### config.mk
export PLATFORM = sky130hd
export DESIGN_NAME = cellrv32_npu_instr_packer
export DESIGN_NICKNAME = d
export VERILOG_FILES = /design/src/rtl/cellrv32_npu_instr_packer_pkg.sv /design/src/rtl/cellrv32_npu_instr_packer_fifo.sv /design/src/rtl/cellrv32_npu_instr_packer.sv
export SDC_FILE = /design/constraint.sdc
export NUM_CORES = 1
export LEC_CHECK = 0
export BUFFER_PORTS_ARGS = -buffer_cell sky130_fd_sc_hd__buf_4
export CORE_UTILIZATION = 50
export CTS_BUF_LIST = sky130_fd_sc_hd__clkbuf_2
export DETAILED_ROUTE_END_ITERATION = 6
export GPL_TIMING_DRIVEN = 0
export PLACE_DENSITY_LB_ADDON = 0.25
export SYNTH_ARGS = -nofsm -noshare
export SYNTH_HDL_FRONTEND = slang
export SYNTH_HIERARCHICAL = 1
export SYNTH_SLANG_ARGS = --single-unit
### constraint.sdc
create_clock -name clk_i -period 9.9 [get_ports clk_i]
set_input_delay 0.495 -clock clk_i [delete_from_list [all_inputs] [get_ports clk_i]]
set_output_delay 0.495 -clock clk_i [all_outputs]
set_load 0.1 [all_outputs]
### src/rtl/cellrv32_npu_instr_packer_pkg.sv
// -----------------------------------------------------------------------------
// cellrv32_npu_instr_packer_pkg
// NPU instruction bit format shared by the writer (packer) and the consumer
// (decoder) sides.
//   Layout (INSTRUCTION_WIDTH = 80):
//     opcode [7:0], calc_len [39:8], acc_addr [55:40], buff_addr [79:56]
//   bits_to_instruction / instruction_to_bits are exact inverses.
// -----------------------------------------------------------------------------
package cellrv32_npu_instr_packer_pkg;

  localparam int unsigned INSTRUCTION_WIDTH = 80;
  localparam int unsigned INSTR_BUS_WORDS   = 3;

  // Staging word select on the CPU bus.
  typedef enum logic [1:0] {
    ADDR_WORD0  = 2'd0,
    ADDR_WORD1  = 2'd1,
    ADDR_COMMIT = 2'd2,
    ADDR_RSVD   = 2'd3
  } bus_addr_e;

  typedef struct packed {
    logic [7:0]  opcode;
    logic [31:0] calc_len;
    logic [15:0] acc_addr;
    logic [23:0] buff_addr;
  } instruction_t;

  function automatic instruction_t bits_to_instruction(
    input logic [INSTRUCTION_WIDTH-1:0] bits
  );
    instruction_t instr;
    instr.opcode    = bits[7:0];
    instr.calc_len  = bits[39:8];
    instr.acc_addr  = bits[55:40];
    instr.buff_addr = bits[79:56];
    return instr;
  endfunction

  function automatic logic [INSTRUCTION_WIDTH-1:0] instruction_to_bits(
    input instruction_t instr
  );
    logic [INSTRUCTION_WIDTH-1:0] bits;
    bits        = '0;
    bits[7:0]   = instr.opcode;
    bits[39:8]  = instr.calc_len;
    bits[55:40] = instr.acc_addr;
    bits[79:56] = instr.buff_addr;
    return bits;
  endfunction

endpackage

### src/rtl/cellrv32_npu_instr_packer_fifo.sv
// -----------------------------------------------------------------------------
// cellrv32_npu_instr_fifo
// Generic synchronous first-word-fall-through FIFO.
//   clk_i, rst_i (sync, active-high), clear_i (sync flush, priority over
//   push/pop), push_i/data_i (ignored while full), pop_i (ignored while
//   empty), data_o (head, 0 while empty), full_o, empty_o, level_o.
// Pointers carry one wrap bit above the index bits.
// -----------------------------------------------------------------------------
module cellrv32_npu_instr_fifo #(
  parameter int unsigned WIDTH = 80,
  parameter int unsigned DEPTH = 8
) (
  input  logic                       clk_i,
  input  logic                       rst_i,
  input  logic                       clear_i,
  input  logic                       push_i,
  input  logic [WIDTH-1:0]           data_i,
  input  logic                       pop_i,
  output logic [WIDTH-1:0]           data_o,
  output logic                       full_o,
  output logic                       empty_o,
  output logic [$clog2(DEPTH):0]     level_o
);

  localparam int unsigned AW = $clog2(DEPTH);
  localparam logic [AW:0] FULL_XOR = {1'b1, {AW{1'b0}}};

  logic [WIDTH-1:0] r_mem [DEPTH];
  logic [AW:0]      r_wr_ptr;
  logic [AW:0]      r_rd_ptr;

  logic w_full;
  logic w_empty;
  logic w_push;
  logic w_pop;

  always_comb begin
    w_full  = ((r_wr_ptr ^ r_rd_ptr) == FULL_XOR);
    w_empty = (r_wr_ptr == r_rd_ptr);
    // Fullness is judged on the pre-edge state, so a push into a full FIFO
    // is refused even if a pop frees a slot on the same edge.
    w_push  = push_i & ~w_full;
    w_pop   = pop_i & ~w_empty;
  end

  always_ff @(posedge clk_i) begin
    if (rst_i || clear_i) begin
      r_wr_ptr <= '0;
      r_rd_ptr <= '0;
    end else begin
      if (w_push) begin
        r_wr_ptr <= r_wr_ptr + 1'b1;
      end
      if (w_pop) begin
        r_rd_ptr <= r_rd_ptr + 1'b1;
      end
    end
  end

  always_ff @(posedge clk_i) begin
    if (w_push && !rst_i && !clear_i) begin
      r_mem[r_wr_ptr[AW-1:0]] <= data_i;
    end
  end

  // Unwritten storage is never exposed: the head reads as zero while empty.
  assign data_o  = w_empty ? '0 : r_mem[r_rd_ptr[AW-1:0]];
  assign full_o  = w_full;
  assign empty_o = w_empty;
  assign level_o = r_wr_ptr - r_rd_ptr;

endmodule

### src/rtl/cellrv32_npu_instr_packer.sv
// -----------------------------------------------------------------------------
// cellrv32_npu_instr_packer
// Packs 32-bit CPU bus writes into 80-bit NPU instructions and queues them
// for the NPU control unit over a valid/ready handshake.
//   clk_i, rst_i      : clock / synchronous active-high reset
//   wr_en_i           : bus write strobe
//   wr_addr_i         : 0 -> stage[31:0], 1 -> stage[63:32],
//                       2 -> commit {wr_data_i[15:0], stage}, 3 -> ignored
//   wr_data_i         : bus write data
//   clear_i           : flush staging, FIFO and overflow flag
//   instr_o, valid_o  : head instruction (FWFT) and its valid
//   ready_i           : consumer accepts head
//   full_o, empty_o, level_o : FIFO status
//   overflow_o        : sticky, a commit was dropped while full
//   issued_cnt_o      : pop counter, only with CELLRV32_NPU_INSTR_COUNT_EN
// -----------------------------------------------------------------------------
module cellrv32_npu_instr_packer
  import cellrv32_npu_instr_packer_pkg::*;
#(
  parameter int unsigned FIFO_DEPTH  = 8,
  parameter int unsigned LEVEL_WIDTH = $clog2(FIFO_DEPTH + 1)
) (
  input  logic                          clk_i,
  input  logic                          rst_i,
  input  logic                          wr_en_i,
  input  logic [1:0]                    wr_addr_i,
  input  logic [31:0]                   wr_data_i,
  input  logic                          clear_i,
  output logic [INSTRUCTION_WIDTH-1:0]  instr_o,
  output logic                          valid_o,
  input  logic                          ready_i,
  output logic                          full_o,
  output logic                          empty_o,
  output logic [LEVEL_WIDTH-1:0]        level_o,
`ifdef CELLRV32_NPU_INSTR_COUNT_EN
  output logic [31:0]                   issued_cnt_o,
`endif
  output logic                          overflow_o
);

  logic [63:0] r_stage;
  logic        r_overflow;

  bus_addr_e                    w_addr;
  logic                         w_commit;
  logic                         w_pop;
  logic                         w_full;
  logic                         w_empty;
  logic [INSTRUCTION_WIDTH-1:0] w_commit_bits;
  logic [INSTRUCTION_WIDTH-1:0] w_head;
  logic [LEVEL_WIDTH-1:0]       w_level;
  logic                         w_unused_hi;

  always_comb begin
    w_addr        = bus_addr_e'(wr_addr_i);
    w_commit      = wr_en_i && (w_addr == ADDR_COMMIT);
    w_pop         = ~w_empty & ready_i;
    w_commit_bits = {wr_data_i[15:0], r_stage};
  end

  assign w_unused_hi = &{1'b0, wr_data_i[31:16]};

  always_ff @(posedge clk_i) begin
    if (rst_i || clear_i) begin
      r_stage <= '0;
    end else if (wr_en_i) begin
      case (w_addr)
        ADDR_WORD0: r_stage[31:0]  <= wr_data_i;
        ADDR_WORD1: r_stage[63:32] <= wr_data_i;
        default:    ;
      endcase
    end
  end

  always_ff @(posedge clk_i) begin
    if (rst_i || clear_i) begin
      r_overflow <= 1'b0;
    end else if (w_commit && w_full) begin
      r_overflow <= 1'b1;
    end
  end

  cellrv32_npu_instr_fifo #(
    .WIDTH (INSTRUCTION_WIDTH),
    .DEPTH (FIFO_DEPTH)
  ) u_fifo (
    .clk_i   (clk_i),
    .rst_i   (rst_i),
    .clear_i (clear_i),
    .push_i  (w_commit),
    .data_i  (w_commit_bits),
    .pop_i   (w_pop),
    .data_o  (w_head),
    .full_o  (w_full),
    .empty_o (w_empty),
    .level_o (w_level)
  );

`ifdef CELLRV32_NPU_INSTR_COUNT_EN
  logic [31:0] r_issued_cnt;

  always_ff @(posedge clk_i) begin
    if (rst_i || clear_i) begin
      r_issued_cnt <= '0;
    end else if (w_pop) begin
      r_issued_cnt <= r_issued_cnt + 32'd1;
    end
  end

  assign issued_cnt_o = r_issued_cnt;
`endif

  assign instr_o    = w_head;
  assign valid_o    = ~w_empty;
  assign full_o     = w_full;
  assign empty_o    = w_empty;
  assign level_o    = w_level;
  assign overflow_o = r_overflow;

endmodule

# Word-level counts from Yosys, hierarchy flattened
# Memories as Yosys holds them, arrays and structs flattened. A register that Yosys moved wholly into a read port is not among the register bits.
# Index checks and enable logic that the tools add are counted.
[op_classes]
add_sub_neg = 3
n_eq_ne = 4
n_mux = 5
n_bitwise = 6
reduce_logical = 10
[op_table]
columns = ["operator", "n"]
rows = [
  ["2-to-1 mux 80 bit", 1],
  ["adder 4 x 1 -> 4 bit, second input constant", 2],
  ["2-to-1 mux 3 bit", 2],
  ["== test 4 bit", 1],
  ["== test 4 bit, second input constant", 1],
  ["logical AND 1 bit", 4],
  ["AND reduction 2 bit", 2],
  ["subtractor 4 bit", 1],
  ["XOR 4 bit", 1],
  ["bitwise AND 1 bit", 3],
  ["== test 2 x 1 -> 1 bit, second input constant", 1],
  ["== test 2 bit, second input constant", 1],
  ["logical NOT 1 bit", 2],
  ["logical NOT 2 bit", 1],
  ["2-to-1 mux 1 bit", 2],
  ["inverter 1 bit", 2],
  ["logical OR 1 bit", 1],
]
[totals]
register_bits = 73
ram_bits = 640
input_bits = 39
elab_cells = 34
n_memories = 1
[memory_table]
columns = ["memory", "words", "word_bits", "rd", "rd_ports_with_merged_regs", "wr", "line_no", "text"]
rows = [
  ["u_fifo.r_mem", 8, 80, 1, 1, 1, "cellrv32_npu_instr_packer_fifo.sv:28", "logic [WIDTH-1:0] r_mem [DEPTH];"],
]

# Longest topological paths before layout
# Gate-level depths: netlist of the first run.
[logic_depth]
word_depth = 8
ltp_mapped = 9

# By module
# The synthesis of the first run kept the hierarchy.
[by_module_without_submodules]
columns = ["mod", "instances", "cells_each", "area_each_um2", "seq_area_each_um2"]
rows = [
  ["cellrv32_npu_instr_fifo", 1, 1014, 24616.1, 19438.6],
  ["cellrv32_npu_instr_packer", 1, 263, 3017.9, 1301.2],
]

# Worst setup path after synthesis of the first run
# No wires, ideal clock.
[synth_timing]
path_kind = "register to register"
startpoint = "register u_fifo.r_wr_ptr[0]"
endpoint = "memory u_fifo.r_mem[0][0], enable pin"
arrival_time_ns = 6.880
required_ns = 9.284
slack_ns = 2.404
path_stages_with_launch = 7
path_buffers = 0
period_less_slack_ns = 7.496
cell_sequence = "dfxtp_1 > inv_1 > ha_1 > nand3_1 > o21ai_2 > or3_1 > nor3_1"
[synth_between]
elab_chain_cells = 8
[synth_rtl]
columns = ["item", "line_no", "text"]
rows = [
  ["start: declaration", "cellrv32_npu_instr_packer_fifo.sv:29", "logic [AW:0] r_wr_ptr;"],
  ["start signal: assignment", "cellrv32_npu_instr_packer_fifo.sv:52", "r_wr_ptr <= r_wr_ptr + 1'b1;"],
  ["XOR 4 bit", "cellrv32_npu_instr_packer_fifo.sv:38", "w_full = ((r_wr_ptr ^ r_rd_ptr) == FULL_XOR);"],
  ["== test 4 bit", "cellrv32_npu_instr_packer_fifo.sv:38", ""],
  ["inverter 1 bit", "cellrv32_npu_instr_packer_fifo.sv:42", "w_push = push_i & ~w_full;"],
  ["bitwise AND 1 bit", "cellrv32_npu_instr_packer_fifo.sv:42", ""],
  ["logical AND 1 bit (2 in a row)", "cellrv32_npu_instr_packer_fifo.sv:61", "if (w_push && !rst_i && !clear_i) begin"],
  ["2-to-1 mux 1 bit", "cellrv32_npu_instr_packer_fifo.sv:61", ""],
  ["2-to-1 mux 1 bit (not written as such)", "cellrv32_npu_instr_packer_fifo.sv:62", "r_mem[r_wr_ptr[AW-1:0]] <= data_i;"],
  ["end: declaration", "cellrv32_npu_instr_packer_fifo.sv:28", ""],
]
# Parallel ways exist; a longest one is shown, timed or not.

==> results_dict.tcl, run 1 <==
set metrics [dict create \
    hold_viol 0 \
    clkTransAtPathRegs_ps 100 \
    comb_power_share_pct 3.4 \
    fp.dieArea_um2 56210 \
    regToRegSetupSlack_ps 6520 \
    critPathMaxFanout 10 \
    finalSetupViolations 0 \
    drt_first_pass_iters 7 \
    yosys.cell_count.top_type "edfxtp_1" \
    timing.max_cap.violations 0 \
    cp-start-kind "flip-flop" \
    status "finished, final reports clean" \
    seqPwrFrac_pct 60.6 \
    core-area_um2 54240 \
    synth_edf_count 640 \
    max-vdd-ir-drop_mv 0.1034 \
    switchingPower_mw 1.283 \
    cts_sinks 716 \
    p_leak_nw 10.29 \
    ys_seq_area_share_pct 75.05 \
    tritoncts "yes" \
    cts_root_buf "clkbuf_2" \
    hold_path_class "input port to flip-flop" \
    finalCritPeriodShare_pct 44.08 \
    final_nets 1746 \
    max_freq_mhz 229.2 \
    ys_types 43 \
    area_delta_synth_final_pct 17.83 \
    ys.flop_type "edfxtp_1" \
    mappedNetlistNets 1322 \
    ios 127 \
    drt_wl_total_um 64200 \
    io_buffers 126 \
    drive_gt1_share_pct 36.82 \
    async_flop_share_pct 0 \
    rows 85 \
    p_clk_share_pct 36.0 \
    place_congestion 0.7965 \
    ys_top_cells_by_count "edfxtp_1, mux4_2, a22o_1, dfxtp_1, or3b_1" \
    relSlewSlack_pct 37.65 \
    grtUsageTotal_pct 23.59 \
    antenna_found_initial 3 \
    slew_viol_final 0 \
    grt_pass1_vias 15337 \
    grt_start_max_net_pins 27 \
    setup_tns_ps 0 \
    syn_avg_cell_area_um2 21.64 \
    drcViolationCount 0 \
    syn_area_um2 27630 \
    power_mw 5.406 \
    post_cts_resized 0 \
    yosysTopAreaCell "edfxtp_1" \
    h-tree-depth 4 \
    swShare_pct 23.74 \
    skew_ps 80.84 \
    wl_per_cell_um 25.32 \
    cp.required_ps 9410 \
    hpwlAfterDp_um 40130 \
    start_util_pct 50.95 \
    internal_power_mw 4.123 \
    finalNonFillerCells 2536 \
    dr_total_vias 14533 \
    cts_buffers 174 \
    grt_pass1_wl_um 95280 \
    worst_pin_slew_ps 935.2 \
    netlist_instances 1277 \
    cp-end-kind "output port" \
    ys_ff_latch 716 \
    die_w_um 237.1 \
    drt_iter0_drc 1276 \
    synth_top_area_share_pct 69.55 \
    ant_nets 0 \
    hold_ws_ps 164.5 \
    post_cts_buffers 0 \
    postCtsHoldBufs 84 \
    via_per_inst 5.731 \
    pwr_density_cell_nw_per_um2 166.0 \
    rsz0062_at_grt "no" \
    dp_cells 2137 \
    clkLatencyLatePin_ps 1380 \
    synth_area_leaders "edfxtp_1, mux4_2, dfxtp_1" \
    criticalPathCategory "flip-flop to output port" \
    dieHeight_um 237.1 \
    cts_max_path_buffers 3 \
    worstPathArrival_ps 3870 \
    period_minus_slack_ps 4364 \
    gr-total-overflow 0 \
    yosysWarnings 6 \
]
[sequential cells by signal (all words and copies together), names as in the netlist, named ones only]
register,flops
u_fifo/r_mem,640
overflow_o,1
u_fifo/r_wr_ptr,4
r_stage,64
u_fifo/r_rd_ptr,4
[cell type report]
cell class,instances,area [um^2]
multi-input cells,469,6325
clock inverters,66,394.1
diodes,7,17.52
flip-flops and latches,716,20740
inverters,9,33.78
plain buffers,83,590.6
clock buffers,242,1211
well taps,696,870.8
fillers,4032,21680
repair buffers,248,2380
[metrics by stage]
| stage | util (%) | worst slack (ps) | cell area, um^2 |
|---|---|---|---|
| after floorplan | - | 2404 | 27630 |
| after global placement | 54.30 | -3356 | 29450 |
| after detailed placement | 55.49 | 6549 | 30100 |
| after CTS | 60.00 | 5384 | 32550 |
| after global routing | 60.03 | 5316 | 32560 |
| final | 60.03 | 5536 | 32560 |
[critical path: stages, from the launching register on]
cell and delay [ps]:
dfxtp_1 340, buf_2 300, buf_4 310, clkbuf_1 680, mux4_2 420, a22o_1 250, buf_4 250
[cells by family after synthesis]
kind of cell | share of synthesized area (%)
adder cells (fa/ha/maj) | 0.2988
AND/OR/NAND/NOR | 3.930
XOR/XNOR | 0.3079
flip-flops | 75.05
multiplexers | 15.36
buffers and inverters | 2.259
AO/OA/AOI/OAI | 2.794
[final timing paths]
kind                                         start                   to  cells after the start
worst max-delay path                     flip-flop          instr_o[48]                      6
worst min-delay path                       clear_i   u_fifo/r_wr_ptr[1]                      5
worst max register to register  u_fifo/r_wr_ptr[1]  u_fifo/r_mem[5][19]                      7
worst min register to register  u_fifo/r_rd_ptr[2]            flip-flop                      2
[placed cells by master, fill, tap and decap left out, drive strengths merged]
master / count
edfxtp: 640
clkbuf: 278
buf: 211
mux4: 160
or3b: 97
dlygate4sd3: 84
a22o: 80
dfxtp: 76
mux2i: 64
clkinv: 53
inv: 16
nor2: 15
diode: 7
nand2: 6
bufinv: 5
ha: 5
xnor2: 5
o21ai: 5
a21oi: 4
nand3: 4
or3: 3
xor2: 3
nor3: 2
nand4: 2
and3b: 2
nor2b: 2
nor3b: 1
nand3b: 1
nand4b: 1
a211oi: 1
clkinvlp: 1
a21o: 1
or2: 1
nand2b: 1
o211ai: 1
and3: 1
fa: 1
[power groups by stage]
stage / combinational (mW) / sequential (mW) / clock (mW)
after floorplan: 0.0997 / 3.34 / 0
after global placement: 0.154 / 3.34 / 0
after detailed placement: 0.157 / 3.34 / 0
after CTS: 0.182 / 3.27 / 2.00
after global routing: 0.190 / 3.28 / 2.16
final: 0.183 / 3.27 / 1.95
[metal layers]
metal  wire length [um]  vias up  track usage (%)
met5                  0        -                0
met4               1019        0            7.370
met3               4276       78            5.736
met2              32400      551            38.66
met1              26510     7578            31.39
li1                   -     6326                -
No activity file was read; power rests on OpenSTA's default activity.
==> run 2: changes to the inputs <==
Settings changed: ABC_AREA set to 1.
Clock period 9.9 ns to 3.8 ns, I/O delays scaled along.
==> run 2 against run 1 <==
Net effect:
- hold slack improved by 210 ps
- count of clock-buffer cells in the layout did not move
- final area is 8.9% higher
- setup slack lost 5400 ps
- total power grew to 2.6 times the previous value
- via count increased by 54%
- critical path depth is 5 higher
- synthesized area grew 7.9%
- register-to-register slack lost 6000 ps
- synthesized cell count rose by 130%
- die area up 7.8%
- utilization is essentially flat
==> results_dict.tcl, run 2 <==
set metrics [dict create \
    dpl_cell_area_um2 32280 \
    io_buffers 126 \
    worstPathArrival_ps 3510 \
    ys.flop_type "edfxtp_1" \
    start_util_pct 50.51 \
    ys_types 24 \
    yosys.cell_count.top_type "nand2_1" \
    area_delta_synth_final_pct 18.94 \
    min_from "wr_data_i[18]" \
    worstReg2RegEnd "u_fifo/r_mem[0][27]" \
    drcViolationCount 0 \
    syn_area_um2 29810 \
    synth_area_leaders "edfxtp_1, nand2_1, dfxtp_1" \
    power_mw 14.25 \
    dieHeight_um 246.2 \
    regToRegSetupSlack_ps 500 \
    fp.dieArea_um2 60600 \
    cts_sinks 716 \
    cts_root_buf "clkbuf_2" \
    ys_ff_latch 716 \
    ant_nets 0 \
    via_per_inst 5.251 \
    fillers 4808 \
    use_met1_pct 35.18 \
    skew_ps 90.38 \
    dr_total_vias 22326 \
    wl_per_cell_um 18.77 \
    final_cell_mix "nand2_1, edfxtp_1, nor2_1, clkbuf_2, inv_1" \
    place_congestion 0.9131 \
    finalSetupViolations 0 \
    status "finished, final reports clean" \
    grt_pass1_vias 21733 \
    grt.busiest_layer "met2" \
    cts_buffers 171 \
    hold_path_class "input port to flip-flop" \
    rsz0062_at_grt "no" \
    grt_use_met3_pct 6.460 \
    antenna_found_initial 5 \
    clkTransAtPathRegs_ps 120 \
    tritoncts "yes" \
    cp-end-kind "output port" \
    met2_usage_pct 42.31 \
    setup_slack_ps 103.6 \
    die_w_um 246.2 \
    slew_viol_final 0 \
    h-tree-depth 4 \
    rows 89 \
    ys_seq_area_share_pct 69.57 \
    criticalPathCategory "flip-flop to output port" \
    clkLatencyLatePin_ps 1400 \
    mappedNetlistNets 2944 \
    netlist_instances 2899 \
    multiInputGateArea_um2 7451 \
    ios 127 \
    gr-total-overflow 0 \
    drt_first_pass_iters 6 \
    critPathMaxFanout 10 \
    grt_start_max_net_pins 33 \
    period_minus_slack_ps 3696 \
    r2r_start "u_fifo/r_wr_ptr[2]" \
    synth_edf_count 640 \
    max-vdd-ir-drop_mv 0.2371 \
    final_area_um2 35460 \
    p_leak_nw 14.59 \
    hold_path_end "r_stage[50]" \
    core-area_um2 59020 \
    mostFrequentLayoutCell "nand2_1" \
    whs_path_depth 5 \
    relSlewSlack_pct 34.26 \
    async_flop_share_pct 0 \
    drt_iter0_drc 1910 \
    place_ws_ps 425.7 \
    yosysTopAreaCell "edfxtp_1" \
    drt_wl_total_um 79800 \
    utilization_pct 60.08 \
    finalCritPeriodShare_pct 97.27 \
    grtUsageTotal_pct 26.88 \
    syn_avg_cell_area_um2 10.28 \
    worst_pin_slew_ps 983.7 \
    drive_gt1_share_pct 16.47 \
    cts_max_path_buffers 3 \
    hold_viol 0 \
    pwr_density_cell_nw_per_um2 401.9 \
    grt_pass1_wl_um 121600 \
    ys_top_cells_by_count "nand2_1, edfxtp_1, nor2_1, inv_1, nand3_1" \
    max_freq_mhz 270.5 \
    ff_latch_area_um2 20750 \
    cp.required_ps 3610 \
    synth_top_area_share_pct 64.46 \
    final_nets 3377 \
    largest_reg_flops 640 \
    cp-start-kind "flip-flop" \
    hpwlAfterDp_um 51200 \
    yosysWarnings 6 \
    ff2ff_path_depth 7 \
    timing.max_cap.violations 0 \
]
run 2: changes by cell type after synthesis, sizes merged, moves of 36 or more:
cell,before,now
mux4,160,0
a22o,80,0
nand2,6,1003
nand3,4,199
o21ai,5,162
mux2i,64,0
a21oi,4,40
buf,47,106
or3b,97,0
nor2,15,361
inv,9,246
run 2: final cells by class:
| cell class | instances | share of cell area [%] |
|---|---|---|
| Sequential cell | 716 | 58.52 |
| Multi-Input combinational cell | 1779 | 21.01 |
| Timing Repair Buffer | 260 | 7.820 |
| Clock buffer | 242 | 3.416 |
| Buffer | 158 | 2.805 |
| Tap cell | 773 | 2.728 |
| Inverter | 246 | 2.618 |
| Clock inverter | 71 | 1.030 |
| Antenna cell | 7 | 0.04940 |
run 2: critical path, cell delays in order (launching register included):
cell	delay, ps
dfxtp_4	390
buf_6	180
inv_2	160
buf_6	260
buf_4	230
nand2_1	70
nand2_1	60
nand2_1	50
nand3_1	90
nand2_1	90
nor2_2	260
buf_8	240
run 2: metal layers:
metal	share of wire, %	up-vias
met1	40	10603
li1	-	10474
met4	4.0	2
met2	47	1038
met3	9.2	209
met5	0.015	-
run 2: logic make-up after synthesis:
group	after synthesis	share of synthesized area (%)
DFF	716	69.57
and+or+nand+nor	1569	20.71
buffers and inverters	404	5.993
xor gates and xnor gates	2	0.05877
adders and majority gates	6	0.2770
AOI/OAI and AO/OA	202	3.391
run 2: repair_timing:
item,CTS,global route
resized for setup,135,25
setup buffers,1,1
pin swaps,4,4
cloned,0,0
endpoints found under the setup margin,82,73
hold endpoints to repair,631,0
hold buffers,108,0
run 2: worst max-delay path by stage:
| stage | from | end | cells after the start |
|---|---|---|---|
| floorplan | u_fifo/r_wr_ptr[0] | u_fifo/r_mem[0][0] | 7 |
| global placement | wr_en_i | u_fifo/r_mem[6][21] | 7 |
| detailed placement | wr_en_i | u_fifo/r_mem[0][42] | 8 |
| CTS | u_fifo/r_rd_ptr[2] | instr_o[8] | 9 |
| global route | flip-flop | instr_o[63] | 8 |
| finish | flip-flop | instr_o[69] | 11 |
run 2: through the flow:
| step | cells | setup TNS (ps) | hold WS, ps |
|---|---|---|---|
| global route | 4248 | 0 | 303.8 |
| global placement | 3798 | -2239630 | 439.3 |
| detailed placement | 3822 | 0 | 455.3 |
| floorplan | 2899 | -619530 | 288.9 |
| finish | 4252 | 0 | 376.6 |
| CTS | 4244 | 0 | 230.9 |
run 2: power breakdown:
group | leakage [nW] | total, mW | internal (mW) | switching [mW]
clock network | 1.19 | 4.98 | 1.94 | 3.04
registers | 6.79 | 8.57 | 8.52 | 0.0434
logic | 6.61 | 0.702 | 0.215 | 0.488
total | 14.6 | 14.3 | 10.7 | 3.57
==> run 3: changes to the inputs <==
Settings changed: CORE_ASPECT_RATIO set to 0.5.
==> run 3 against run 2 <==
Net effect:
- global-route usage is 1.6 points lower
- critical path depth is 1 lower
- first-iteration DRC count grew 28%
- setup slack better by 16 ps
- flip-flop and latch count stayed put
- sequential share of layout area up 0.85 points
- total power shrank 1.1%
- clock skew up 16 ps
- count of clock-buffer cells in the layout grew 6
- hold slack worse by 270 ps
- highest routed layer is now met4
==> results_dict.tcl, run 3 (same netlist as run 2, synthesis figures left out) <==
set metrics [dict create \
    finalNonFillerCells 4214 \
    final_nets 3369 \
    grt_pass1_wl_um 116700 \
    met2_length_um 35450 \
    place_congestion 0.8761 \
    hold_path_end "r_stage[31]" \
    dieHeight_um 174.7 \
    core-area_um2 58100 \
    cts_buffers 160 \
    cp-end-kind "output port" \
    io_buffers 126 \
    area_delta_synth_final_pct 17.19 \
    critPathMaxFanout 10 \
    ios 127 \
    cts_sinks 716 \
    grt_start_max_net_pins 34 \
    finalSetupViolations 0 \
    final_area_um2 34940 \
    p_leak_nw 14.42 \
    cts_root_buf "clkbuf_2" \
    drt_first_pass_iters 5 \
    ant_nets 0 \
    worstPathArrival_ps 3490 \
    relSlewSlack_pct 33.57 \
    drt_wl_total_um 76620 \
    clkLatencyLatePin_ps 1190 \
    rows 62 \
    criticalPathCategory "flip-flop to output port" \
    min_from "wr_en_i" \
    die_w_um 347.3 \
    max_freq_mhz 271.7 \
    swShare_pct 24.87 \
    grt_pass1_vias 20907 \
    skew_ps 106.7 \
    mostFrequentLayoutCell "nand2_1" \
    clkTransAtPathRegs_ps 120 \
    max-vdd-ir-drop_mv 0.2529 \
    finalCritPeriodShare_pct 96.85 \
    rsz0062_at_grt "no" \
    hold_viol 0 \
    largest_reg_flops 640 \
    cts_max_path_buffers 3 \
    seqPwrFrac_pct 60.8 \
    antenna_found_initial 2 \
    routedLengthMet1_um 33330 \
    period_minus_slack_ps 3680 \
    worst_pin_slew_ps 994.0 \
    timing.max_cap.violations 0 \
    hpwlAfterDp_um 49760 \
    ff2ff_path_depth 9 \
    dp_cells 3816 \
    switchingPower_mw 3.506 \
    hold_ws_ps 110.5 \
    dr_total_vias 21709 \
    regToRegSetupSlack_ps 540 \
    pwr_density_cell_nw_per_um2 403.5 \
    utilization_pct 60.13 \
    gr-total-overflow 0 \
    r2r_start "u_fifo/r_rd_ptr[1]" \
    status "finished, final reports clean" \
    whs_path_depth 6 \
    drt_iter0_drc 2440 \
    wl_per_cell_um 18.18 \
    via_per_inst 5.152 \
    final_cell_mix "nand2_1, edfxtp_1, nor2_1, clkbuf_2, inv_1" \
    comb_power_share_pct 4.8 \
    fp.dieArea_um2 60670 \
    start_util_pct 51.31 \
    route.met3.wl_um 6054 \
    grtUsageTotal_pct 25.28 \
    h-tree-depth 4 \
    worstReg2RegEnd "u_fifo/r_mem[3][39]" \
    cp-start-kind "flip-flop" \
    tritoncts "yes" \
    post_cts_buffers 0 \
    cp.required_ps 3610 \
    top_layer "met4" \
    drcViolationCount 0 \
    internal_power_mw 10.59 \
    drive_gt1_share_pct 15.44 \
    p_clk_share_pct 34.4 \
    hold_path_class "input port to flip-flop" \
    dpl_cell_area_um2 32280 \
    slew_viol_final 0 \
]
[run 3: through the flow]
| stage | setup TNS [ps] | power, mW | setup slack [ps] |
|---|---|---|---|
| floorplan | -619530 | 9.116 | -1299 |
| global placement | -2254550 | 9.324 | -4408 |
| detailed placement | 0 | 9.333 | 383.5 |
| CTS | 0 | 14.18 | 13.81 |
| global route | 0 | 14.65 | 8.930 |
| finish | 0 | 14.10 | 119.7 |
[run 3: routing by layer]
| layer | up-vias | GRT usage, % |
|---|---|---|
| li1 | 10408 | - |
| met2 | 886 | 40.14 |
| met5 | - | 0 |
| met4 | 0 | 8.665 |
| met1 | 10285 | 34.93 |
| met3 | 130 | 5.142 |
[run 3: what timing repair did]
action / 4_1_cts / 5_1_grt
endpoints found under the hold margin: 297 / 0
gates resized for setup: 10 / 21
gates cloned: 0 / 0
hold buffers: 115 / 0
endpoints found under the setup margin: 82 / 46
[run 3: worst max-delay path, stage by stage, from the launching register on]
cell and delay [ps]:
dfxtp_2 570, buf_6 280, buf_4 340, buf_4 250
nand2_1 80, nand2_1 70, nand2_1 50, nand3_1 90
nand2_1 70, nor2_1 230, buf_4 340
[run 3: layout make-up]
cell class,count,area [um^2]
fillers,4704,23170
flip-flops and latches,716,20740
multi-input cells,1779,7357
repair buffers,264,2609
clock buffers,248,1241
well taps,768,960.9
inverters,246,925.9
plain buffers,157,880.8
clock inverters,35,219.0
diodes,1,2.502
[run 3: power by group through the flow]
stage          Sequential [mW]  Combinational [mW]  Clock [mW]
2_1_floorplan             8.73               0.387           0
3_3_place_gp              8.75               0.573           0
3_5_place_dp              8.75               0.582           0
4_1_cts                   8.57               0.662        4.95
5_1_grt                   8.58               0.707        5.36
6_report                  8.57               0.671        4.85
[run 3: worst max path at each step]
stage	from	endpoint	slack (ps)	cells past startpoint
floorplan	u_fifo/r_wr_ptr[0]	u_fifo/r_mem[0][0]	-1300	7
global placement	wr_en_i	u_fifo/r_mem[6][43]	-4410	7
detailed placement	wr_en_i	u_fifo/r_mem[3][41]	380	9
CTS	u_fifo/r_wr_ptr[0]	instr_o[48]	10	9
global route	flip-flop	instr_o[10]	9	9
finish	flip-flop	instr_o[35]	120	10
